$ cat src/rtl/game_status.sv
// Breakout game-state tracker: lives, game-over/win FSM and a free-running
// bit-serial brick counter with double-dabble BCD conversion for the displays.
module game_status #(
   parameter int LIVES_INIT = 3,
   parameter int NUM_BRICKS = 140
) (
   input  logic                  iCLK,
   input  logic                  iRST,
   input  logic                  iNEW_GAME,
   input  logic                  iRUN,
   input  logic [NUM_BRICKS-1:0] iFLAG,
   input  logic                  iBOTTOM_HIT,
   input  logic                  iEND_OF_FRAME,
   output logic [1:0]            oLIVES,
   output logic [7:0]            oSCORE,
   output logic [11:0]           oSCORE_BCD,
   output logic                  oLIFE_LOST,
   output logic                  oGAME_OVER,
   output logic                  oWIN
);

   localparam int IDX_W = (NUM_BRICKS > 1) ? $clog2(NUM_BRICKS) : 1;
   localparam logic [IDX_W-1:0] LAST_IDX  = IDX_W'(NUM_BRICKS - 1);
   localparam logic [7:0]       WIN_SCORE = 8'(NUM_BRICKS);
   localparam logic [1:0]       LIVES_RST = 2'(LIVES_INIT);

   typedef enum logic [1:0] {PLAY, LOST, WON} gameState_e;
   typedef enum logic [1:0] {LOAD, COUNT, CONVERT} scanState_e;

   gameState_e game_q, game_d;
   logic [1:0] lives_q, lives_d;
   logic       hitSeen_q, hitSeen_d;
   logic       lifeLost_q, lifeLost_d;
   logic       gameOver_q, win_q;
   logic       hitNow, commit;

   scanState_e            scan_q, scan_d;
   logic [NUM_BRICKS-1:0] shadow_q, shadow_d;
   logic [IDX_W-1:0]      idx_q, idx_d;
   logic [7:0]            acc_q, acc_d, accSum;
   logic [19:0]           dd_q, dd_d, ddNext;
   logic [2:0]            cnv_q, cnv_d;
   logic [7:0]            score_q, score_d;
   logic [11:0]           bcd_q, bcd_d;

   // One double-dabble iteration on {hundreds, tens, ones, binary}.
   function automatic logic [19:0] ddStep(input logic [19:0] v);
      logic [19:0] t;
      t = v;
      for (int d = 0; d < 3; d++) begin
         if (t[8+4*d +: 4] >= 4'd5) t[8+4*d +: 4] = t[8+4*d +: 4] + 4'd3;
      end
      return {t[18:0], 1'b0};
   endfunction

   assign hitNow = iBOTTOM_HIT & iRUN;
   assign commit = iEND_OF_FRAME & (hitSeen_q | hitNow);
   assign accSum = acc_q + {7'd0, shadow_q[idx_q]};
   assign ddNext = ddStep(dd_q);

   // A win seen in the same cycle as a committing frame end wins outright.
   always_comb begin
      game_d     = game_q;
      lives_d    = lives_q;
      hitSeen_d  = hitSeen_q;
      lifeLost_d = 1'b0;
      if (iNEW_GAME) begin
         game_d    = PLAY;
         lives_d   = LIVES_RST;
         hitSeen_d = 1'b0;
      end else begin
         case (game_q)
            PLAY: begin
               if (score_q == WIN_SCORE) begin
                  game_d    = WON;
                  hitSeen_d = 1'b0;
               end else if (commit) begin
                  lives_d    = lives_q - 2'd1;
                  lifeLost_d = 1'b1;
                  hitSeen_d  = 1'b0;
                  if (lives_q == 2'd1) game_d = LOST;
               end else begin
                  hitSeen_d = hitSeen_q | hitNow;
               end
            end
            default: hitSeen_d = 1'b0;
         endcase
      end
   end

   always_ff @(posedge iCLK) begin
      if (iRST) begin
         game_q     <= PLAY;
         lives_q    <= LIVES_RST;
         hitSeen_q  <= 1'b0;
         lifeLost_q <= 1'b0;
         gameOver_q <= 1'b0;
         win_q      <= 1'b0;
      end else begin
         game_q     <= game_d;
         lives_q    <= lives_d;
         hitSeen_q  <= hitSeen_d;
         lifeLost_q <= lifeLost_d;
         gameOver_q <= (game_d != PLAY);
         win_q      <= (game_d == WON);
      end
   end

   // Scanner: snapshot, count one bit per cycle, then 8 conversion steps.
   always_comb begin
      scan_d   = scan_q;
      shadow_d = shadow_q;
      idx_d    = idx_q;
      acc_d    = acc_q;
      dd_d     = dd_q;
      cnv_d    = cnv_q;
      score_d  = score_q;
      bcd_d    = bcd_q;
      case (scan_q)
         LOAD: begin
            shadow_d = iFLAG;
            idx_d    = '0;
            acc_d    = 8'd0;
            scan_d   = COUNT;
         end
         COUNT: begin
            acc_d = accSum;
            idx_d = idx_q + IDX_W'(1);
            if (idx_q == LAST_IDX) begin
               dd_d   = {12'd0, accSum};
               cnv_d  = 3'd0;
               scan_d = CONVERT;
            end
         end
         CONVERT: begin
            dd_d  = ddNext;
            cnv_d = cnv_q + 3'd1;
            if (cnv_q == 3'd7) begin
               score_d = acc_q;
               bcd_d   = ddNext[19:8];
               scan_d  = LOAD;
            end
         end
         default: scan_d = LOAD;
      endcase
   end

   always_ff @(posedge iCLK) begin
      if (iRST) begin
         scan_q   <= LOAD;
         shadow_q <= '0;
         idx_q    <= '0;
         acc_q    <= 8'd0;
         dd_q     <= 20'd0;
         cnv_q    <= 3'd0;
         score_q  <= 8'd0;
         bcd_q    <= 12'd0;
      end else begin
         scan_q   <= scan_d;
         shadow_q <= shadow_d;
         idx_q    <= idx_d;
         acc_q    <= acc_d;
         dd_q     <= dd_d;
         cnv_q    <= cnv_d;
         score_q  <= score_d;
         bcd_q    <= bcd_d;
      end
   end

   assign oLIVES     = lives_q;
   assign oSCORE     = score_q;
   assign oSCORE_BCD = bcd_q;
   assign oLIFE_LOST = lifeLost_q;
   assign oGAME_OVER = gameOver_q;
   assign oWIN       = win_q;

endmodule

$ cat config.mk
export PLATFORM = sky130hd
export DESIGN_NAME = game_status
export DESIGN_NICKNAME = d
export VERILOG_FILES = /design/src/rtl/game_status.sv
export SDC_FILE = /design/constraint.sdc
export NUM_CORES = 1
export LEC_CHECK = 0
export CELL_PAD_IN_SITES_DETAIL_PLACEMENT = 1
export CELL_PAD_IN_SITES_GLOBAL_PLACEMENT = 1
export CORE_ASPECT_RATIO = 1.75
export CORE_MARGIN = 2
export CORE_UTILIZATION = 35
export DETAILED_ROUTE_END_ITERATION = 10
export PLACE_DENSITY_LB_ADDON = 0.1
export SLEW_MARGIN = 20
export SYNTH_ARGS = -nofsm -noshare
export SYNTH_HDL_FRONTEND = slang
export SYNTH_SLANG_ARGS = --single-unit
export TNS_END_PERCENT = 10
$ cat constraint.sdc
create_clock -name iCLK -period 3 [get_ports iCLK]
set_input_delay 0.6 -clock iCLK [delete_from_list [all_inputs] [get_ports iCLK]]
set_output_delay 0.6 -clock iCLK [all_outputs]
set_load 0.01 [all_outputs]
**After elaboration in Yosys (flattened, before gate mapping)**

Index checks and enable logic that the tools add are counted.

- $add $sub $neg: 7
- $lt $le $gt $ge: 4
- Equality and inequality tests: 9
- Multiplexer cells: 20
- Bitwise operators: 5
- Reduce and logical (&&, ||, !) cells: 12

Operator list:

| operator | number |
|---|---|
| $pmux 20 s2 | 1 |
| $pmux 8 s2 | 2 |
| $mux 20 | 1 |
| $eq 8x8->1 const B | 2 |
| $mux 2 | 7 |
| $ge 4x3->1 const B | 3 |
| $lt 8x9->1 const B | 1 |
| $add 4x2->4 const B | 2 |
| $add 8x1->8 | 1 |
| $add 8x1->8 const B | 1 |
| $bmux 1 s8 | 1 |
| $mux 4 | 2 |
| $mux 3 | 2 |
| $pmux 2 s3 | 1 |
| $pmux 3 s2 | 1 |
| $reduce_and 2->1 | 3 |
| $reduce_bool 2->1 | 3 |
| $reduce_or 5->1 | 1 |
| $eq 2x1->1 const B | 2 |
| $eq 2x2->1 const B | 2 |
| $logic_not 2->1 | 2 |
| $ne 2x2->1 const B | 2 |
| $reduce_or 4->1 | 1 |
| $add 3x1->3 const B | 1 |
| 9 further kinds | 12 |

- Bits in registers: 209
- Output and inout port bits: 25
- Word-level logic and storage cells: 71

**Depth between registers and ports, before layout**

Gate-level depths: netlist of the first run.

- Word-level depth: 8
- Depth in mapped cells: 16
- Gate-level depth less buffers: 13

**Worst setup path after synthesis of the first run**

OpenSTA, ideal clock, no wires.

- Kind: register to register
- Start point: reg idx_q[1]
- End point: reg dd_q[5]
- Arrival time: 3001 ps
- Required time: 2872 ps
- Slack: -129 ps
- Cell stages (with the launch flop): 15
- Buffers on the path: 2
- Clock period less this slack: 3129 ps
- Cells stage by stage: dfxtp_1 > buf_2 > buf_1 > mux4_2 > a2111oi_2 > o21ai_1 > a32o_1 > a22o_1 > ha_1 > and3_1 > nand3_1 > xor2_1 > nor2_1 > a221oi_1 > nor2_1

- Word-level cells in the longest chain between the ends: 5
- Elaborated cells between the ends (all ways): 8
- Those cells by class: 1 x add/sub; 2 x eq/ne; 4 x mux; 1 x reduce/logical

RTL lines:

| what | line | RTL |
|---|---|---|
| start, declared | 39 | `logic [IDX_W-1:0] idx_q, idx_d;` |
| start signal, assigned | 161 | `idx_q <= idx_d;` |
| $bmux 1 s8 | 58 | `assign accSum = acc_q + {7'd0, shadow_q[idx_q]};` |
| $mux 1 (not written as such) | 58 |  |
| $add 8x1->8 | 58 |  |
| $mux 20 | 129 | `if (idx_q == LAST_IDX) begin` |
| $pmux 20 s2 | 119 | `case (scan_q)` |
| end signal, assigned | 154 | `dd_q <= 20'd0;` |
| end signal, assigned | 163 | `dd_q <= dd_d;` |
| end, declared | 41 | `logic [19:0] dd_q, dd_d, ddNext;` |

Several ways; a longest one is shown, not always the timed one. The select of a mux whose other input is x is not followed.
A chain may end at the register's enable or synchronous reset.

**Worst setup path after layout of the first run**

- Start point: reg idx_q[0]
- End point: reg acc_q[5]

- Word-level cells in the longest chain between the ends: 4

RTL lines:

| what | line | RTL |
|---|---|---|
| $bmux 1 s8 | 58 |  |
| $mux 1 (not written as such) | 58 |  |
| $add 8x1->8 | 58 |  |
| $pmux 8 s2 | 119 |  |
| end signal, assigned | 153 | `acc_q <= 8'd0;` |
| end signal, assigned | 162 | `acc_q <= acc_d;` |
| end, declared | 40 | `logic [7:0] acc_q, acc_d, accSum;` |

No other way between the ends. The select of a mux whose other input is x is not followed.

==> results of run 1 <==
repair_timing:
action | 4_1_cts | 5_1_grt
endpoints found under the setup margin | 13 | 13
cloned | 1 | 0
pin swaps | 10 | 2
resized for setup | 32 | 15
buffers inserted | 2 | 1
placed cells by master (no fill, tap or decap), types with 10 or more instances in the layout:
cell | netlist | final
sky130_fd_sc_hd__a21oi_1 | 185 | 184
sky130_fd_sc_hd__clkbuf_16 | 0 | 21
sky130_fd_sc_hd__clkdlybuf4s50_1 | 0 | 169
sky130_fd_sc_hd__nand3_1 | 17 | 15
sky130_fd_sc_hd__ha_1 | 12 | 10
sky130_fd_sc_hd__nand2_1 | 339 | 339
sky130_fd_sc_hd__dfxtp_1 | 209 | 206
sky130_fd_sc_hd__nor2_1 | 42 | 40
sky130_fd_sc_hd__buf_4 | 1 | 40
sky130_fd_sc_hd__mux4_2 | 16 | 18
sky130_fd_sc_hd__a22oi_1 | 14 | 10
sky130_fd_sc_hd__nor3_1 | 15 | 14
sky130_fd_sc_hd__mux2i_1 | 26 | 26
sky130_fd_sc_hd__o21ai_0 | 12 | 11
metal layers:
layer	vias to the layer above	part of all wire, %
met4	0	3.0
met1	3893	38
met2	119	57
met3	43	2.5
li1	4066	-
met5	-	0
critical path, stage by stage (launching register included):
cell and delay, ns:
sky130_fd_sc_hd__dfxtp_4 0.41, sky130_fd_sc_hd__buf_12 0.14, sky130_fd_sc_hd__mux4_2 0.52, sky130_fd_sc_hd__a2111oi_4 0.29, sky130_fd_sc_hd__o21ai_1 0.12, sky130_fd_sc_hd__a32o_1 0.27, sky130_fd_sc_hd__a22o_1 0.22, sky130_fd_sc_hd__ha_2 0.20
sky130_fd_sc_hd__and3_4 0.20, sky130_fd_sc_hd__nand3_4 0.11, sky130_fd_sc_hd__buf_4 0.11, sky130_fd_sc_hd__nor3_1 0.03, sky130_fd_sc_hd__a21o_1 0.18, sky130_fd_sc_hd__a22oi_2 0.12, sky130_fd_sc_hd__nor2_1 0.05
cell families after synthesis:
logic type	after synthesis	share of synthesized area, %
and+or+nand+nor	458	20.9
AOI/OAI and AO/OA	251	15.5
DFF	209	45.9
buffers and inverters	98	4.42
muxes	58	10.6
xor gates and xnor gates	12	1.15
adders and majority gates	12	1.65
cell type report:
type                    count  share of cell area [%]
clock buffers              30                    4.67
repair buffers            223                    18.3
inverters                   9                   0.277
flip-flops and latches    209                    34.4
well taps                 320                    3.28
multi-input cells         791                    38.9
clock inverters             5                   0.205
metrics by stage:
stage | hold WS (ns) | setup TNS [ns] | std cells
after global placement | 0.438 | -1.69 | 1548
after floorplan | 0.432 | -0.0719 | 1098
after detailed placement | 0.447 | -2.47 | 1548
after CTS | 0.455 | -0.491 | 1586
final | 0.452 | -0.446 | 1587
after global routing | 0.473 | -2.17 | 1587
Yosys cell counts, drive strengths merged, types with 3 or more instances:
cell type	n	area [µm²]
a2111oi	4	41.3
nor3b	5	37.5
a21oi	185	926
nand3	17	85.1
mux4	27	649
a31oi	5	31.3
ha	12	150
xnor2	5	43.8
mux2i	26	260
o21ai	13	65.1
and3	4	25.0
dfxtp	209	4180
clkbuf	76	285
buf	13	83.8
and2	4	25.0
nor2	42	158
nand2	339	1270
nor2b	7	43.8
nor3	15	75.1
nand2b	8	50.1
xor2	7	61.3
a221oi	3	26.3
nand3b	5	37.5
o221ai	3	26.3
a22oi	14	105
a211oi	10	75.1
inv	9	33.8
mux2	5	56.3
registers in the layout (all words and copies together) (netlist names):
register    cells
oLIVES          2
cnv_q           3
oLIFE_LOST      1
oGAME_OVER      1
oSCORE          8
hitSeen_q       1
idx_q           8
scan_q          2
game_q          2
acc_q           8
dd_q           20
shadow_q      140
oSCORE_BCD     12
oWIN            1
how the worst max path moves through the flow:
stage,from,end,slack (ns),cells past startpoint
2_1_floorplan,idx_q[0],dd_q[5],-0.03,14
3_3_place_gp,idx_q[0],dd_q[4],-0.20,15
3_5_place_dp,idx_q[0],dd_q[5],-0.25,15
4_1_cts,idx_q[0],dd_q[5],-0.09,13
5_1_grt,idx_q[0],acc_q[5],-0.24,14
6_report,idx_q[0],acc_q[5],-0.09,14
power by group through the flow:
stage	registers [mW]	clock network [mW]	logic, mW
after floorplan	2.98	0	0.302
after global placement	3.01	0	0.602
after detailed placement	3.01	0	0.611
after CTS	2.95	2.47	0.630
after global routing	2.96	2.59	0.684
final	2.95	2.40	0.621
==> metrics.log, run 1 <==
[metrics] Post-DP Area: 0.0113 mm²
[metrics] share of the yosys chip area belonging to registers: around 46%
[metrics] growth of design area from synthesis to finish: 33.7%
[metrics] number of setup violations in the final report: 9
[metrics] power density relative to cell area: slightly below 500 mW/mm²
[metrics] clock latency reported for the late side of the worst-skew pair: about 0.50 ns
[metrics] origin of the critical flop-to-flop path: idx_q[0]
[metrics] outcome: finished, violations left
[metrics] kind of critical path: reg -> reg
[metrics] number of H-tree levels: 1
[metrics] Die ar.: between 0.02 and 0.03 mm²
[metrics] CTS buffer count: 21
[metrics] fraction of layout instances using a drive strength above 1: between 10% and 20%
[metrics] switching share of power: about a quarter
[metrics] end point of the worst hold path: shadow_q[16]
[metrics] total power: about 6 mW
[metrics] initial core utilization: a little over a third
[metrics] post-synth net total: around 1,300
[metrics] sequential standard cell area: around 0.0042 mm²
[metrics] destination of the worst register-to-register timing path: acc_q[5]
[metrics] diode insertion count for antenna repair: 0
[metrics] hold violation count in the final report: 0
[metrics] global route total overflow: 0
[metrics] worst min-delay path class: reg -> reg
[metrics] first-pass iteration count of the detailed router: 4
[metrics] failing checks: setup timing
[metrics] final-layout fill cell count: about 3,000
[metrics] internal portion of total power: around 4.5 mW
[metrics] pin count of the biggest net entering global routing: 85
[metrics] deepest clock path buffer count: 3
[metrics] Overall Global Routing Usage: slightly above 20%
[metrics] worst-margin pin slew: 0.740 ns
[metrics] sequential cell fraction of total power: between 40 and 50%
[metrics] final worst setup slack: -0.0868 ns
[metrics] area of combinational cells with multiple inputs: approximately 0.0047 mm²
[metrics] Max Cap Viol: 0
[metrics] count of pins on the block boundary: approximately 170
[metrics] most instantiated flip-flop cell in the synthesis netlist: sky130_fd_sc_hd__dfxtp_1
[metrics] share of synthesized registers carrying an async set or reset: 0%
[metrics] Arrival @ worst endpoint: 3.45 ns
[metrics] synthesized area per cell: about 8.3 µm²
[metrics] antenna-violating nets left: 0
[metrics] core area: 0.0258 mm²
[metrics] worst slack, placed: -0.250 ns
[metrics] TritonCTS clock tree: built
[metrics] met3 track demand over resource in global routing: between 2 and 2.5%
[metrics] clock sinks: around 210
[metrics] Slew headroom: between 40% and 50%
[metrics] Switch Pwr: between 1 and 1.5 mW
[metrics] CP Max Fanout: 5
[metrics] maximum ir drop on the vdd rail: between 0.3 and 0.4 mV
[metrics] worst r2r path cells: 14
[metrics] met2 GRT Util: 40.7%
[metrics] HPWL after DPL: slightly above 20 mm
[metrics] critical path startpoint category: register
[metrics] post-layout min period: just over 3 ns
[metrics] cell depth of the worst min-delay path: 2
[metrics] Synthesis Warnings: 0
[metrics] post-detailed-route wirelength per cell: ~18 µm
[metrics] number of design rule violations left after detail routing: 0
[metrics] vias in the first global route: between 8,000 and 9,000
[metrics] clock network power share: roughly two fifths
[metrics] total wirelength of the detailed-routed design: roughly 28 mm
[metrics] clock root cell: sky130_fd_sc_hd__clkbuf_16
[metrics] final critical-path share of the clock period: 103%
[metrics] final count of pins violating max slew: 0
[metrics] die width: about 130 µm
[metrics] cell area after synthesis: around 0.009 mm²
[metrics] synthesized flop and latch total: around 210
[metrics] number of buffers inserted by hold repair at cts: 0
[metrics] worst clock skew: around 0.018 ns
[metrics] cell area after layout: 0.0122 mm²
[metrics] achievable frequency: between 300 and 400 MHz
[metrics] global-route wire length before repair: approximately 45 mm
[metrics] leakage dissipation: 4.47 nW
[metrics] number of rows created at floorplan: between 70 and 80
[metrics] FF-to-FF setup slack: -0.09 ns
[metrics] final weighted congestion in routability-driven placement: between 0.8 and 0.9
[metrics] count of nets after finishing: ~1,400
[metrics] busiest layer in global routing: met2
[metrics] port bufs: 170
[metrics] average vias per placed instance: between 5 and 6
[metrics] post-route core utilization: 47.3%
[metrics] Worst setup EP type: register
[metrics] total vias in the final route: about 8,100
[metrics] Syn Inst Count: about 1,100
[metrics] number of flops mapped to enable cells by yosys: 0
[metrics] setup repair after global routing missed its margin: true
[metrics] DIE HEIGHT: between 200 and 250 µm
[metrics] part of the power in combinational logic: between 10% and 20%
[metrics] required time at the endpoint of the critical path: approximately 3.4 ns
[metrics] number of antenna violations at the first check in global routing: 0
[metrics] initial DRC count: 282
[metrics] count of cell types in the netlist: 56
[metrics] Worst-path clk slew: roughly 0.06 ns
[metrics] Worst Min Path Start: shadow_q[16]
[metrics] M1 GR Usage: 21.3%
(Power assumes the default switching activity.)
==> run 2: changes to the inputs <==
--- a/config.mk
+++ b/config.mk
@@ -9,7 +9,7 @@
 export CELL_PAD_IN_SITES_GLOBAL_PLACEMENT = 1
 export CORE_ASPECT_RATIO = 1.75
 export CORE_MARGIN = 2
-export CORE_UTILIZATION = 35
+export CORE_UTILIZATION = 39
 export DETAILED_ROUTE_END_ITERATION = 10
 export PLACE_DENSITY_LB_ADDON = 0.1
 export SLEW_MARGIN = 20
==> constraint.sdc (replaced) <==
create_clock -name iCLK -period 3.44 [get_ports iCLK]
set_input_delay 0.688 -clock iCLK [delete_from_list [all_inputs] [get_ports iCLK]]
set_output_delay 0.688 -clock iCLK [all_outputs]
set_load 0.01 [all_outputs]
==> run 2 against run 1 <==
Compared with the run above: the flow now finishes without violations; sequential power fell by 13%; register-to-register slack improved by 0.24 ns; sequential share of layout area rose by 0.87 points; power fell by 7.3%; critical path depth fell by 1; clock-buffer cell count fell by 4; largest power group unchanged.
==> metrics.log, run 2 (synthesized netlist as in run 1, its figures left out) <==
[metrics] worst slack, placed: -0.0382 ns
[metrics] initial core utilization: around 39%
[metrics] antenna-violating nets left: 0
[metrics] number of H-tree levels: 1
[metrics] Post-DP Area: approximately 0.011 mm²
[metrics] post-layout min period: between 3 and 4 ns
[metrics] worst-margin pin slew: about 0.72 ns
[metrics] required time at the endpoint of the critical path: around 3.8 ns
[metrics] critical path startpoint category: register
[metrics] diode insertion count for antenna repair: 0
[metrics] final worst setup slack: 0.150 ns
[metrics] Reg with most FFs: shadow_q
[metrics] power density relative to cell area: about 470 mW/mm²
[metrics] final weighted congestion in routability-driven placement: 0.803
[metrics] CP Max Fanout: 11
[metrics] kind of critical path: reg -> reg
[metrics] most common cell after layout, fill and taps aside: sky130_fd_sc_hd__nand2_1
[metrics] hold violation count in the final report: 0
[metrics] sequential standard cell area: approximately 0.0042 mm²
[metrics] vias in the first global route: between 8,000 and 9,000
[metrics] cell area after layout: 0.0119 mm²
[metrics] clock root cell: sky130_fd_sc_hd__clkbuf_16
[metrics] number of setup violations in the final report: 0
[metrics] number of buffers inserted by hold repair at cts: 0
[metrics] number of antenna violations at the first check in global routing: 0
[metrics] CTS buffer count: 21
[metrics] clock sinks: ~210
[metrics] global-route wire length before repair: approximately 42 mm
[metrics] Worst setup EP type: register
[metrics] worst min-delay path class: reg -> reg
[metrics] port bufs: 170
[metrics] average vias per placed instance: 5.18
[metrics] pin count of the biggest net entering global routing: ~150
[metrics] total wirelength of the detailed-routed design: ~27 mm
[metrics] achievable frequency: slightly above 300 MHz
[metrics] maximum ir drop on the vdd rail: roughly 0.42 mV
[metrics] leakage dissipation: between 4 and 5 nW
[metrics] Arrival @ worst endpoint: about 3.7 ns
[metrics] core area: about 0.023 mm²
[metrics] die width: ~120 µm
[metrics] Max Cap Viol: 0
[metrics] count of pins on the block boundary: 171
[metrics] total vias in the final route: around 8,000
[metrics] count of nets after finishing: 1,393
[metrics] DIE HEIGHT: 206 µm
[metrics] growth of design area from synthesis to finish: 30.4%
[metrics] first-pass iteration count of the detailed router: 4
[metrics] clock latency reported for the late side of the worst-skew pair: roughly 0.51 ns
[metrics] number of design rule violations left after detail routing: 0
[metrics] most frequent cells in the layout: sky130_fd_sc_hd__nand2_1 (339), sky130_fd_sc_hd__dfxtp_1 (206), sky130_fd_sc_hd__a21oi_1 (184)
[metrics] fraction of layout instances using a drive strength above 1: between 8 and 9%
[metrics] final count of pins violating max slew: 0
[metrics] Slew headroom: 50.8%
[metrics] Post-Route Hold Slack: roughly 0.45 ns
[metrics] number of rows created at floorplan: 74
[metrics] deepest clock path buffer count: 3
[metrics] worst clock skew: 0.0131 ns
[metrics] initial DRC count: about 300
[metrics] outcome: complete, no violations
[metrics] setup repair after global routing missed its margin: true
[metrics] TritonCTS clock tree: built
[metrics] HPWL after DPL: between 15 and 20 mm
[metrics] flip-flop count of the largest register, all copies and words added: 140
[metrics] Die ar.: between 0.02 and 0.025 mm²
[metrics] Overall Global Routing Usage: between 20% and 30%
[metrics] final critical-path share of the clock period: around 96%
[metrics] global route total overflow: 0
[metrics] Worst-path clk slew: about 0.070 ns
[metrics] final-layout fill cell count: 2,694
[metrics] post-detailed-route wirelength per cell: roughly 17 µm
[metrics] area of combinational cells with multiple inputs: 0.00457 mm²
run 2: metal layers:
layer	vias up	track usage (%)	wire length [µm]
met2	140	44.7	15500
met1	3838	22.0	10100
met3	33	2.10	727
met5	-	0	0
met4	0	5.84	580
li1	4028	-	-
run 2: worst max-delay path: stages, from the launching register on:
cell and delay (ns):
sky130_fd_sc_hd__dfxtp_4 0.44, sky130_fd_sc_hd__buf_4 0.17, sky130_fd_sc_hd__mux4_1 0.56, sky130_fd_sc_hd__a2111oi_1 0.41
sky130_fd_sc_hd__a211o_1 0.20, sky130_fd_sc_hd__nand2_1 0.08, sky130_fd_sc_hd__a22o_1 0.23, sky130_fd_sc_hd__ha_1 0.20
sky130_fd_sc_hd__ha_1 0.22, sky130_fd_sc_hd__nand3_2 0.13, sky130_fd_sc_hd__xor2_1 0.15, sky130_fd_sc_hd__nor2_1 0.06
sky130_fd_sc_hd__a211oi_1 0.23, sky130_fd_sc_hd__a211oi_1 0.07
run 2: through the flow:
step,util (%),instances,setup TNS [ns],power (mW)
global placement,48.1,1515,0,3.13
detailed placement,48.1,1515,-0.0968,3.14
floorplan,-,1098,0,2.86
finish,51.4,1552,0,5.53
CTS,51.3,1551,0,5.59
global route,51.4,1552,-0.0105,5.74
run 2: timing repair:
item	4_1_cts	5_1_grt
setup endpoints to repair	4	7
hold endpoints to repair	0	0
buffers inserted	0	1
resized for setup	1	6
cloned	0	0
run 2: final timing paths:
kind                      start             to  slack, ns  cells after the start
hold / removal    shadow_q[116]  shadow_q[116]       0.45                      2
setup / recovery       idx_q[0]        dd_q[4]       0.15                     13
hold reg to reg   shadow_q[116]  shadow_q[116]       0.45                      2
setup reg to reg       idx_q[0]        dd_q[4]       0.15                     13
run 2: final cells by class:
class	instances	share of cell area [%]
repair buffers	203	16.8
inverters	9	0.284
clock buffers	26	4.74
multi-input cells	791	38.4
flip-flops and latches	209	35.2
well taps	304	3.20
clock inverters	10	1.32
run 2: power breakdown:
group | switching [mW] | internal, mW | leakage (nW)
Sequential | 0.0641 | 2.51 | 1.71
Clock | 0.982 | 1.47 | 0.358
Combinational | 0.230 | 0.275 | 2.33
==> run 3: changes to the inputs <==
--- a/config.mk
+++ b/config.mk
@@ -9,7 +9,8 @@
 export CELL_PAD_IN_SITES_GLOBAL_PLACEMENT = 1
 export CORE_ASPECT_RATIO = 1.75
 export CORE_MARGIN = 2
-export CORE_UTILIZATION = 39
+export CORE_UTILIZATION = 25
+export CTS_BUF_LIST = sky130_fd_sc_hd__clkbuf_2
 export DETAILED_ROUTE_END_ITERATION = 10
 export PLACE_DENSITY_LB_ADDON = 0.1
 export SLEW_MARGIN = 20
==> run 3 against run 2 <==
Compared with the run above: sequential cell count did not move; largest cell class unchanged; non-clock buffer count rose by 9; clock skew rose by 0.056 ns; sequential share of layout area fell by 0.10 points; critical endpoint is now dd_q[6]; highest routed layer unchanged; routed wire length rose by 14%.
==> metrics.log, run 3 (synthesized netlist as in run 1, its figures left out) <==
[metrics] outcome: complete, no violations
[metrics] critical path startpoint category: register
[metrics] number of design rule violations left after detail routing: 0
[metrics] maximum ir drop on the vdd rail: between 0.2 and 0.25 mV
[metrics] Die ar.: ~0.038 mm²
[metrics] average vias per placed instance: 4.69
[metrics] Worst setup EP type: register
[metrics] Worst-path clk slew: 0.10 ns
[metrics] internal portion of total power: ~3.4 mW
[metrics] clock root cell: sky130_fd_sc_hd__clkbuf_2
[metrics] FF-to-FF setup slack: between 0.15 and 0.2 ns
[metrics] achievable frequency: around 310 MHz
[metrics] count of nets after finishing: ~1,400
[metrics] TritonCTS clock tree: built
[metrics] final critical-path share of the clock period: a little over nine tenths
[metrics] end point of the worst hold path: dd_q[16]
[metrics] origin of the critical flop-to-flop path: idx_q[0]
[metrics] number of antenna violations at the first check in global routing: 1
[metrics] leakage dissipation: 4.41 nW
[metrics] required time at the endpoint of the critical path: between 4 and 5 ns
[metrics] flip-flop count of the largest register, all copies and words added: 140
[metrics] number of rows created at floorplan: 92
[metrics] post-detailed-route wirelength per cell: roughly 17 µm
[metrics] port bufs: 170
[metrics] worst slack, placed: about 0.0026 ns
[metrics] Overall Global Routing Usage: approximately 16%
[metrics] switching share of power: 27.8%
[metrics] post-layout min period: 3.25 ns
[metrics] power density relative to cell area: between 300 and 400 mW/mm²
[metrics] clock latency reported for the late side of the worst-skew pair: roughly 0.86 ns
[metrics] cell depth of the worst min-delay path: 2
[metrics] DIE HEIGHT: around 260 µm
[metrics] Finished Layout Cells: between 1,500 and 2,000
[metrics] total vias in the final route: a little over 8,000
[metrics] fraction of layout instances using a drive strength above 1: around an eighth
[metrics] kind of critical path: reg -> reg
[metrics] Slew headroom: a little under half
[metrics] deepest clock path buffer count: 3
[metrics] count of pins on the block boundary: 171
[metrics] initial DRC count: 272
[metrics] final count of pins violating max slew: 0
[metrics] final worst setup slack: around 0.19 ns
[metrics] total wirelength of the detailed-routed design: between 30 and 40 mm
[metrics] part of the power in combinational logic: a little under an eighth
[metrics] antenna-violating nets left: 0
[metrics] worst-margin pin slew: about 0.80 ns
[metrics] final weighted congestion in routability-driven placement: ~0.75
[metrics] worst min-delay path class: in -> reg
[metrics] CTS buffer count: 51
[metrics] global-route wire length before repair: 47.8 mm
[metrics] die width: approximately 150 µm
[metrics] initial core utilization: roughly a quarter
[metrics] hold violation count in the final report: 0
[metrics] Max Cap Viol: 0
[metrics] first-pass iteration count of the detailed router: 4
[metrics] number of placed instances, taps included: roughly 1,700
[metrics] worst r2r path cells: 13
[metrics] pin count of the biggest net entering global routing: 88
[metrics] global route total overflow: 0
[metrics] clock sinks: roughly 210
[metrics] number of setup violations in the final report: 0
[metrics] number of H-tree levels: 2
[metrics] clock network power share: roughly a third
[metrics] CP Max Fanout: 7
[metrics] growth of design area from synthesis to finish: 30.8%
[metrics] Worst Min Path Start: iRST
[metrics] HPWL after DPL: roughly 23 mm
[metrics] core area: approximately 0.036 mm²
[metrics] Switch Pwr: 1.30 mW
[metrics] Reg with most FFs: shadow_q
[metrics] destination of the worst register-to-register timing path: dd_q[6]
[metrics] sequential cell fraction of total power: between 50% and 60%
[metrics] Arrival @ worst endpoint: ~4 ns
[metrics] setup_tns: 0 ns
[metrics] most frequent cells in the layout: sky130_fd_sc_hd__nand2_1 (339), sky130_fd_sc_hd__dfxtp_1 (206), sky130_fd_sc_hd__a21oi_1 (184)
[metrics] vias in the first global route: approximately 8,700
[metrics] final-layout fill cell count: between 4,000 and 5,000
[metrics] worst clock skew: 0.0692 ns
[metrics] most common cell after layout, fill and taps aside: sky130_fd_sc_hd__nand2_1
## run 3: changes by cell type in the layout (fill, tap and decap cells not counted), moves of 4 or more
| cell | before | now |
|---|---|---|
| sky130_fd_sc_hd__clkinv_1 | 0 | 8 |
| sky130_fd_sc_hd__buf_4 | 29 | 34 |
| sky130_fd_sc_hd__clkbuf_2 | 0 | 68 |
| sky130_fd_sc_hd__clkbuf_16 | 21 | 0 |
| sky130_fd_sc_hd__clkinv_2 | 4 | 0 |
## run 3: power by group through the flow
| stage | Sequential (mW) | Combinational (mW) | Clock (mW) |
|---|---|---|---|
| final | 2.58 | 0.531 | 1.59 |
| after CTS | 2.58 | 0.539 | 1.70 |
| after global routing | 2.59 | 0.586 | 1.81 |
| after detailed placement | 2.64 | 0.538 | 0 |
| after global placement | 2.64 | 0.532 | 0 |
| after floorplan | 2.60 | 0.263 | 0 |
## run 3: worst max-delay path by stage
stage / from / endpoint / cells past startpoint
after floorplan: idx_q[1] / dd_q[5] / 14
after global placement: idx_q[0] / dd_q[6] / 13
after detailed placement: idx_q[0] / dd_q[6] / 13
after CTS: idx_q[0] / dd_q[6] / 13
after global routing: idx_q[0] / dd_q[6] / 13
final: idx_q[0] / dd_q[6] / 13
## run 3: critical path: stages, from the launching register on
cell                       delay [ns]
sky130_fd_sc_hd__dfxtp_4         0.39
sky130_fd_sc_hd__mux4_1          0.34
sky130_fd_sc_hd__mux2i_1         0.07
sky130_fd_sc_hd__or4b_2          0.62
sky130_fd_sc_hd__o221ai_2        0.10
sky130_fd_sc_hd__a32o_1          0.15
sky130_fd_sc_hd__a22o_1          0.16
sky130_fd_sc_hd__ha_2            0.19
sky130_fd_sc_hd__ha_2            0.21
sky130_fd_sc_hd__nand3_4         0.11
sky130_fd_sc_hd__or3_4           0.39
sky130_fd_sc_hd__a21oi_2         0.16
sky130_fd_sc_hd__a22oi_1         0.10
sky130_fd_sc_hd__a21oi_1         0.16
## run 3: layout make-up
class	count	area (µm²)	share of cell area (%)
Antenna cell	1	2.50	0.0210
Clock buffer	68	340	2.85
Clock inverter	10	63.8	0.535
Inverter	9	33.8	0.283
Multi-Input combinational cell	791	4600	38.6
Sequential cell	209	4190	35.1
Tap cell	470	588	4.93
Timing Repair Buffer	212	2110	17.7
## run 3: per-stage QoR
step / utilization [%] / instance area, µm² / hold WS [ns] / power, mW
after floorplan: - / 9130 / 0.432 / 2.86
after global placement: 31.7 / 11400 / 0.442 / 3.17
after detailed placement: 31.7 / 11400 / 0.444 / 3.18
after CTS: 32.9 / 11800 / 0.122 / 4.82
after global routing: 33.1 / 11900 / 0.167 / 4.99
final: 33.1 / 11900 / 0.240 / 4.70
## run 3: metal layers
layer / routed length [µm] / up-vias / track usage [%]
met5: 0 / - / 0
met4: 673 / 0 / 5.58
met3: 853 / 43 / 2.51
met2: 18100 / 138 / 32.5
met1: 11200 / 3995 / 16.0
li1: - / 4126 / -
## run 3: repair_timing
item,4_1_cts,5_1_grt
setup buffers,0,5
gates resized for setup,2,13
setup endpoints to repair,1,11
pin swaps,0,1
hold buffers,0,0
